$ cat config.mk
export PLATFORM = sky130hd
export DESIGN_NAME = demux_1x16_loader
export DESIGN_NICKNAME = d
export VERILOG_FILES = /design/src/rtl/demux_1x16_loader.sv
export SDC_FILE = /design/constraint.sdc
export NUM_CORES = 1
export LEC_CHECK = 0
export ABC_AREA = 1
export CORE_ASPECT_RATIO = 1.1
export CORE_MARGIN = 5
export CORE_UTILIZATION = 50
export DETAILED_ROUTE_END_ITERATION = 16
export GPL_ROUTABILITY_DRIVEN = 0
export PLACE_DENSITY = 0.85
export REMOVE_ABC_BUFFERS = 1
export SLEW_MARGIN = 20
export SYNTH_ARGS = -nofsm -noshare
export SYNTH_HDL_FRONTEND = slang
export SYNTH_SLANG_ARGS = --single-unit
export TNS_END_PERCENT = 1
$ cat constraint.sdc
create_clock -name clk -period 6.1 [get_ports clk]
set_input_delay 1.22 -clock clk [delete_from_list [all_inputs] [get_ports clk]]
set_output_delay 1.22 -clock clk [all_outputs]
set_load 0.005 [all_outputs]
$ cat src/rtl/demux_1x16_loader.sv
// Serial-to-parallel word loader: distributes a valid/ready stream of words
// into NUM parallel slot registers, slot 0 first, then presents the frame
// with out_valid until the consumer acknowledges it.
//
// state   | meaning
// --------+---------------------------------------------------------------
// IDLE    | no frame in progress; last frame held on out_bus
// FILL    | accepting words; idx selects the slot written next
// FULL    | all slots written; frame frozen until out_ack
module demux_1x16_loader #(
    parameter int WIDTH = 16,
    parameter int NUM   = 16
) (
    input  logic                 clk,
    input  logic                 rst_n,
    input  logic                 start,
    input  logic                 in_valid,
    input  logic [WIDTH-1:0]     in_data,
    output logic                 in_ready,
    output logic [3:0]           idx,
    output logic [NUM*WIDTH-1:0] out_bus,
    output logic                 out_valid,
    input  logic                 out_ack,
    output logic                 busy
);

    typedef enum logic [1:0] {
        ST_IDLE = 2'd0,
        ST_FILL = 2'd1,
        ST_FULL = 2'd2
    } state_t;

    localparam logic [3:0] LAST_IDX = 4'(NUM - 1);

    state_t           state_q, state_d;
    logic [3:0]       idx_q, idx_d;
    logic             wr_en;
    logic [WIDTH-1:0] slot_q [NUM];

    // State and slot index register
    always_ff @(posedge clk) begin
        if (!rst_n) begin
            state_q <= ST_IDLE;
            idx_q   <= 4'd0;
        end else begin
            state_q <= state_d;
            idx_q   <= idx_d;
        end
    end

    // Slot registers: only the slot addressed by idx changes, and only on an accepted word
    always_ff @(posedge clk) begin
        if (!rst_n) begin
            for (int k = 0; k < NUM; k++) begin
                slot_q[k] <= '0;
            end
        end else if (wr_en) begin
            for (int k = 0; k < NUM; k++) begin
                if (idx_q == 4'(k)) begin
                    slot_q[k] <= in_data;
                end
            end
        end
    end

    // Next-state, index advance and write enable; start outranks a word in the same cycle
    always_comb begin
        state_d = state_q;
        idx_d   = idx_q;
        wr_en   = 1'b0;
        unique case (state_q)
            ST_IDLE: begin
                if (start) begin
                    state_d = ST_FILL;
                    idx_d   = 4'd0;
                end
            end
            ST_FILL: begin
                if (start) begin
                    idx_d = 4'd0;
                end else if (in_valid) begin
                    wr_en = 1'b1;
                    if (idx_q == LAST_IDX) begin
                        idx_d   = 4'd0;
                        state_d = ST_FULL;
                    end else begin
                        idx_d = idx_q + 4'd1;
                    end
                end
            end
            ST_FULL: begin
                if (out_ack) begin
                    state_d = start ? ST_FILL : ST_IDLE;
                    idx_d   = 4'd0;
                end
            end
            default: begin
                state_d = ST_IDLE;
                idx_d   = 4'd0;
            end
        endcase
    end

    // Handshake outputs decoded from state
    always_comb begin
        in_ready  = (state_q == ST_FILL);
        out_valid = (state_q == ST_FULL);
        busy      = (state_q == ST_FILL) || (state_q == ST_FULL);
        idx       = idx_q;
    end

    // Flatten slot registers onto the parallel bus, slot k at bits [k*WIDTH +: WIDTH]
    always_comb begin
        out_bus = '0;
        for (int k = 0; k < NUM; k++) begin
            out_bus[k*WIDTH +: WIDTH] = slot_q[k];
        end
    end

endmodule

# --- Word-level counts from Yosys, hierarchy flattened ---
# Memories as Yosys holds them, arrays and structs flattened.
# Cells that the tools add are included.
classes:
  n_addsub: 1
  eq_ne: 23
  mux: 97
  bitwise_logic: 16
  n_reduce_logical: 5
op_table:
  columns: ["cell", "count"]
  rows:
  - ["2-to-1 mux 16 bit", 16]
  - ["2-to-1 mux 1 bit", 69]
  - ["== test 4 bit (second input constant)", 8]
  - ["2-to-1 mux 4 bit", 5]
  - ["== test 4 x 3 -> 1 bit (second input constant)", 4]
  - ["OR 1 bit", 16]
  - ["one-hot mux 4 bit (3 select lines)", 1]
  - ["2-to-1 mux 2 bit", 5]
  - ["== test 4 x 2 -> 1 bit (second input constant)", 2]
  - ["!= test 2 bit (second input constant)", 3]
  - ["one-hot mux 2 bit (3 select lines)", 1]
  - ["AND reduction 5 bit", 1]
  - ["adder 4 x 1 -> 4 bit (second input constant)", 1]
  - ["== test 4 x 1 -> 1 bit (second input constant)", 1]
  - ["logical NOT 4 bit", 1]
  - ["!= test 2 x 1 -> 1 bit (second input constant)", 2]
  - ["!= test 3 bit (second input constant)", 1]
  - ["AND reduction 3 bit", 1]
  - ["== test 2 x 1 -> 1 bit (second input constant)", 1]
  - ["== test 2 bit (second input constant)", 1]
  - ["logical NOT 2 bit", 1]
  - ["logical OR 1 bit", 1]
word_totals:
  regBits: 6
  ramBits: 256
  in_bits: 21
  out_inout_bits: 263
  word_cells: 145
  mem_count: 1
mem_list:
  columns: ["memory", "words", "width", "rd", "rd_ports_with_merged_regs", "wr", "line_no", "rtl"]
  rows:
  - ["slot_q", 16, 16, 16, 0, 16, "38", "logic [WIDTH-1:0] slot_q [NUM];"]

# --- Longest topological paths before layout ---
# Gate-level depths: netlist of run 1.
depth:
  depth_word: 7
  depth_mapped: 9
  mapped_depth_nobuf: 9

# --- Worst setup path after synthesis of run 1 ---
# OpenSTA, ideal clock, no wires.
synth_path:
  path_type: "input to register"
  startpoint: "in start"
  endpoint: "mem slot_q[10][0], in the netlist slot_q[1][32], enable pin"
  setup_ns: 0.414
  arrival_time_ns: 2.751
  t_required_ns: 5.686
  setup_slack_ns: 2.935
  path_stages: 3
  n_path_buf: 0
  cell_sequence: "inv_2 -> nand4_1 -> o31ai_1"
synth_rtl:
  columns: ["item", "line_no", "rtl"]
  rows:
  - ["from (decl)", "16", "input logic start,"]
  - ["to (decl)", "38", null]

# --- Final worst setup path of run 1 ---
layout_path:
  startpoint: "reg idx_q[2], in the netlist idx[2]"
  endpoint: "out idx[2]"
layout_rtl:
  columns: ["item", "line_no", "rtl"]
  rows:
  - ["from (decl)", "36", "logic [3:0] idx_q, idx_d;"]
  - ["from (signal assigned)", "47", "idx_q <= idx_d;"]
  - ["to (decl)", "20", "output logic [3:0] idx,"]
# No word-level cell between the ends.

==> results.ini, run 1 <==
[timing]
fin_crit_sh = 0.512
rsz0062_at_grt = false
setup_ws_ns = 2.98
tightest_slew_ns = 1.00
holdWs_ns = 0.561
fin_skew_ns = 0.00715
hold_viol = 0
min_period_ns = 3.12
drv_slew = 0
relSlewSlack = 0.331
setup_violations = 0
clock.fmax_mhz = 320
setup_tns_ns = 0

[power]
p_leak_nw = 4.72
power_switching_w = 0.000873
power_density_mw_per_mm2 = 305
ir_drop_mv = 0.225
seqPwrFrac = 0.537
intPower_w = 0.00309
netSwitchingFraction = 0.220
power_frac_comb = 0.109
clkPwrFrac = 0.354
finalPower_w = 0.00397

[yosys]
synth_cell_type_count = 22
syn-instance-count = 595
avgSynthCellArea_um2 = 15.7
synth_warnings = 0
yosysSeqAreaShare = 0.837
ys_seq_elements = 262
synth_area_mm2 = 0.00933

[die]
ioPinCount = 284
die_area_mm2 = 0.0215
chipWidth_um = 140
die_h_um = 153
start_util = 0.507
coreArea_mm2 = 0.0184
rows = 52

[place]
portBuffers = 283
pre_cts_ws_ns = 2.57
hpwl_um = 17600

[outcome]
status = complete, no violations

[setup_path]
path_class = flip-flop to output port
r2r_setup_slack_ns = 3.62
crit_chain = clkdlybuf4s50_1
max_stage_delay_ns = 0.74
cp_num_buf_inv = 1
cp.required_ns = 4.88
startpoint_type = flip-flop
crit_family = flip-flops
startpoint = idx[2]$_SDFFE_PN0P_
worst-path-stages = 1
rr_startpoint = state_q[1]$_SDFFE_PN0P_
worst_r2r_path_depth = 6
worstPathArrival_ns = 1.90
cp-end-kind = output port
slowest_stage = dfxtp_1
cp_max_fo = 12

[global_route]
grt_usage = 0.235
grt.overflow.total = 0
grt_pass1_vias = 5991
grt_antenna_before_repair = 0
grt_start_max_net_pins = 38
grt_pass1_wl_um = 37500

[layout]
syn2layout_area_growth_pct = 39.5
n_fill_cell = 1270
drive_gt1_frac = 0.0630
antennaDiodeCount = 0
nets = 902

[detailed_routing]
drt_iter0_drc = 489
first_pass_iters = 5
viasPerCell = 5.17
wl_per_cell_um = 22.7
drc = 0
drt_wl_total_um = 25700
ant_nets = 0
via_count = 5857

[clock_tree]
numCtsBuffers = 24
ctsHtreeMaxLevel = 1
clk_path_buf_depth = 3
postCtsHoldBufs = 0
cts.sinks = 262
cts-root-buf = clkbuf_16
cts_resized = 0
path_clk_slew_ns = 0.06
postCtsSetupBuffers = 0
cts_tree = yes
clock_latency_ns = 0.51

[min_path]
min_path_cells = 2
holdCritPathClass = flip-flop to flip-flop
hold_start = state_q[1]$_SDFFE_PN0P_

[run]
drv_cap = 0

metrics by stage:
| stage | std cells | cell area (µm²) | util |
|---|---|---|---|
| 3_3_place_gp | 1089 | 12300 | 0.667 |
| 4_1_cts | 1132 | 13000 | 0.707 |
| 6_report | 1132 | 13000 | 0.707 |
| 3_5_place_dp | 1089 | 12300 | 0.667 |
| 2_1_floorplan | 563 | 9130 | - |
| 5_1_grt | 1132 | 13000 | 0.707 |
cells by family after synthesis:
group	after synthesis	synth area share
DFF	262	0.837
and+or+nand+nor	243	0.108
buffers and inverters	70	0.0373
AOI/OAI and AO/OA	11	0.00644
adders and majority gates	9	0.0121
cell usage in the layout, fill, tap and decap left out, types with 2 or more instances in the layout:
cell type / count
nor2_1: 168
dfxtp_1: 6
nand2_2: 4
clkdlybuf4s50_1: 282
nor3_1: 2
clkinv_2: 4
clkinv_1: 6
clkbuf_1: 6
nand3_1: 6
inv_2: 7
nor2_2: 4
inv_1: 31
nand4_1: 2
nand2_1: 51
nor4_2: 4
a21oi_1: 6
edfxtp_1: 256
clkbuf_16: 25
ha_1: 9
synthesized netlist by cell type:
master	instances	area [µm²]
buf_2	14	70.1
nand2_1	51	191
clkbuf_1	9	33.8
dfxtp_1	6	120
inv_1	31	116
nor2_4	1	11.3
o31ai_1	1	7.51
nor2_1	168	631
nand2_2	4	25.0
nor3_1	2	10.0
nor4_2	4	50.1
buf_6	9	101
inv_2	7	26.3
nand4_1	2	12.5
a21oi_1	6	30.0
nand3_1	6	30.0
o21bai_1	1	7.51
edfxtp_1	256	7690
ha_1	9	113
nand3_4	1	17.5
nor2_2	4	25.0
o21ai_0	3	15.0
flip-flops by register name, indices dropped and copies added, names as in the netlist:
signal   flops
slot_q     256
idx          4
state_q      2
power by group through the flow:
stage	sequential, W	clock [W]	combinational, W
5_1_grt	0.00214	0.00150	0.000464
3_3_place_gp	0.00217	0	0.000424
2_1_floorplan	0.00217	0	0.000126
3_5_place_dp	0.00217	0	0.000434
6_report	0.00213	0.00140	0.000433
4_1_cts	0.00213	0.00141	0.000435
routing by layer:
metal | share of wire | wire length [µm] | up-vias | track usage
li1 | - | - | 2590 | -
met1 | 0.36 | 9240 | 2894 | 0.288
met2 | 0.52 | 13300 | 324 | 0.411
met3 | 0.094 | 2430 | 49 | 0.0572
met4 | 0.029 | 744 | 0 | 0.0725
met5 | 0 | 0 | - | 0
area by class of cell:
class	instances	area (µm²)	share of cell area
Multi-Input combinational cell	263	1200	0.0926
Tap cell	243	304	0.0234
Timing Repair Buffer	283	2830	0.217
Sequential cell	262	7810	0.600
Clock buffer	31	648	0.0498
Clock inverter	12	81.3	0.00625
Inverter	38	143	0.0110
worst paths after layout:
| kind | endpoint |
|---|---|
| worst max-delay path | idx[2] |
| worst min-delay path | state_q[1]$_SDFFE_PN0P_ |
| worst max register to register | slot_q[0][40]$_SDFFCE_PN0P_ |
| worst min register to register | state_q[1]$_SDFFE_PN0P_ |
Note: power is estimated with default switching activity, not from simulation.
==> inputs of run 2 (changes only) <==
--- a/config.mk
+++ b/config.mk
@@ -8,10 +8,10 @@
 export ABC_AREA = 1
 export CORE_ASPECT_RATIO = 1.1
 export CORE_MARGIN = 5
-export CORE_UTILIZATION = 50
+export CORE_UTILIZATION = 42
 export DETAILED_ROUTE_END_ITERATION = 16
 export GPL_ROUTABILITY_DRIVEN = 0
-export PLACE_DENSITY = 0.85
+export PLACE_DENSITY = 0.76
 export REMOVE_ABC_BUFFERS = 1
 export SLEW_MARGIN = 20
 export SYNTH_ARGS = -nofsm -noshare
==> constraint.sdc (replaced) <==
create_clock -name clk -period 2.6 [get_ports clk]
set_input_delay 0.52 -clock clk [delete_from_list [all_inputs] [get_ports clk]]
set_output_delay 0.52 -clock clk [all_outputs]
set_load 0.005 [all_outputs]
==> results.ini, run 2 (synthesized netlist as in run 1, its figures left out) <==
[die]
ioPinCount = 284  ; unchanged
rows = 57  ; was 52
coreArea_mm2 = 0.0220  ; was 0.0184 mm²
chipWidth_um = 152  ; was 140 µm
die_area_mm2 = 0.0253  ; was 0.0215 mm²
start_util = 0.425  ; was 0.507
die_h_um = 166  ; was 153 µm

[layout]
nets = 948  ; was 902
largest_reg_flops = 256  ; unchanged
largest_register = slot_q  ; unchanged
syn2layout_area_growth_pct = 44.2  ; was 39.5%
n_fill_cell = 1701  ; was 1,270
drive_gt1_frac = 0.111  ; was 0.0630
final_cell_mix = clkdlybuf4s50_1, edfxtp_1, nor2_1  ; unchanged
post-route-util = 0.613  ; was 0.707
antennaDiodeCount = 0  ; unchanged
layout_commonest_cell = clkdlybuf4s50_1  ; unchanged
finalInstanceArea_mm2 = 0.0135  ; was 0.0130 mm²

[setup_path]
path_class = flip-flop to output port  ; unchanged
crit_chain = buf_4 -> clkdlybuf4s50_1  ; was clkdlybuf4s50_1
worstPathArrival_ns = 1.81  ; was 1.90 ns
startpoint_type = flip-flop  ; unchanged
cp-end-kind = output port  ; unchanged
crit_family = buffers and inverters  ; was flip-flops
cp.required_ns = 2.08  ; was 4.88 ns
cp_max_fo = 7  ; was 12
slowest_stage = clkdlybuf4s50_1  ; was dfxtp_1
max_stage_delay_ns = 0.54  ; was 0.74 ns
cp_num_buf_inv = 2  ; was 1

[timing]
fin_crit_sh = 0.897
rsz0062_at_grt = false  ; unchanged
hold_viol = 0  ; unchanged
tightest_slew_ns = 0.737  ; was 1.00 ns
setup_tns_ns = 0  ; unchanged
drv_slew = 0  ; unchanged
clock.fmax_mhz = 429
min_period_ns = 2.33
setup_violations = 0  ; unchanged
fin_skew_ns = 0.0320  ; was 0.00715 ns
relSlewSlack = 0.507  ; was 0.331

[detailed_routing]
drt_iter0_drc = 484  ; was 489
drt_wl_total_um = 26600  ; was 25,700 µm
ant_nets = 0  ; unchanged
first_pass_iters = 5  ; unchanged
via_count = 5924  ; was 5,857
wl_per_cell_um = 21.7  ; was 22.7 µm
viasPerCell = 4.82  ; was 5.17
drc = 0  ; unchanged

[global_route]
grt_pass1_wl_um = 39400  ; was 37,500 µm
met2_usage = 0.355  ; was 0.411
grt_pass1_vias = 6122  ; was 5,991
gr-usage-met3 = 0.0477  ; was 0.0572
grt_start_max_net_pins = 26  ; was 38
grt_antenna_before_repair = 0  ; unchanged
grt.overflow.total = 0  ; unchanged
busiest_layer = met2  ; unchanged
met1_usage = 0.263  ; was 0.288
grt_usage = 0.205  ; was 0.235

[power]
p_leak_nw = 4.95  ; was 4.72 nW
power_density_mw_per_mm2 = 697  ; was 305 mW/mm²
ir_drop_mv = 0.391  ; was 0.225 mV

[clock_tree]
cts_resized = 0  ; unchanged
clock_latency_ns = 0.52  ; was 0.51 ns
cts.sinks = 262  ; unchanged
cts_tree = yes  ; unchanged
ctsHtreeMaxLevel = 1  ; unchanged
cts-root-buf = clkbuf_16  ; unchanged
postCtsHoldBufs = 0  ; unchanged
postCtsSetupBuffers = 0  ; unchanged
clk_path_buf_depth = 3  ; unchanged
numCtsBuffers = 25  ; was 24
path_clk_slew_ns = 0.07  ; was 0.06 ns

[run]
drv_cap = 0  ; unchanged

[place]
portBuffers = 283  ; unchanged
dpl_cell_area_mm2 = 0.0127  ; was 0.0123 mm²
hpwl_um = 18700  ; was 17,600 µm

[min_path]
holdCritPathClass = input port to flip-flop  ; was flip-flop to flip-flop

[outcome]
status = complete, no violations  ; unchanged

run 2: cell type report:
type                       count  area [µm²]  share of cell area
tap                          295         369              0.0274
clock inverter                15         103             0.00762
sequential                   262        7810               0.580
timing repair buffer         328        3200               0.238
multi-input combinational    263        1200              0.0890
inverter                      38         143              0.0106
clock buffer                  28         637              0.0473
run 2: power by group:
part	internal [W]	switching (W)
registers	0.00489	0.0000971
logic	0.000553	0.000521
clock network	0.00186	0.00147
run 2: metrics by stage:
| stage | worst slack (ns) | instances | hold slack, ns | total power [W] |
|---|---|---|---|---|
| 6_report | 0.269 | 1229 | 0.513 | 0.00939 |
| 5_1_grt | 0.199 | 1229 | 0.535 | 0.00969 |
| 4_1_cts | 0.210 | 1229 | 0.512 | 0.00946 |
| 3_5_place_dp | 0.339 | 1186 | 0.538 | 0.00616 |
| 3_3_place_gp | 0.381 | 1186 | 0.538 | 0.00614 |
| 2_1_floorplan | 0.0554 | 563 | 0.503 | 0.00538 |
run 2: final timing paths:
check | from | end | slack [ns] | cells past startpoint
worst max register to register | state_q[1]$_SDFFE_PN0P_ | slot_q[1][68]$_DFFE_PP_ | 0.71 | 7
worst min register to register | state_q[1]$_SDFFE_PN0P_ | state_q[1]$_SDFFE_PN0P_ | 0.54 | 2
worst min-delay path | rst_n | state_q[1]$_SDFFE_PN0P_ | 0.51 | 3
worst max-delay path | idx[2]$_SDFFE_PN0P_ | idx[2] | 0.27 | 2
run 2: worst register-to-register path: stages (launching register included):
cell and delay, ns:
dfxtp_1 0.34, inv_1 0.11, ha_1 0.28, nand3_4 0.21, nor2_1 0.24, nand2_1 0.07
nand2_1 0.06, buf_4 0.24
run 2: metal layers:
metal | vias up | wire length [µm]
met5 | - | 0
met4 | 0 | 580
met3 | 32 | 2400
met2 | 315 | 13400
met1 | 2897 | 10200
li1 | 2680 | -
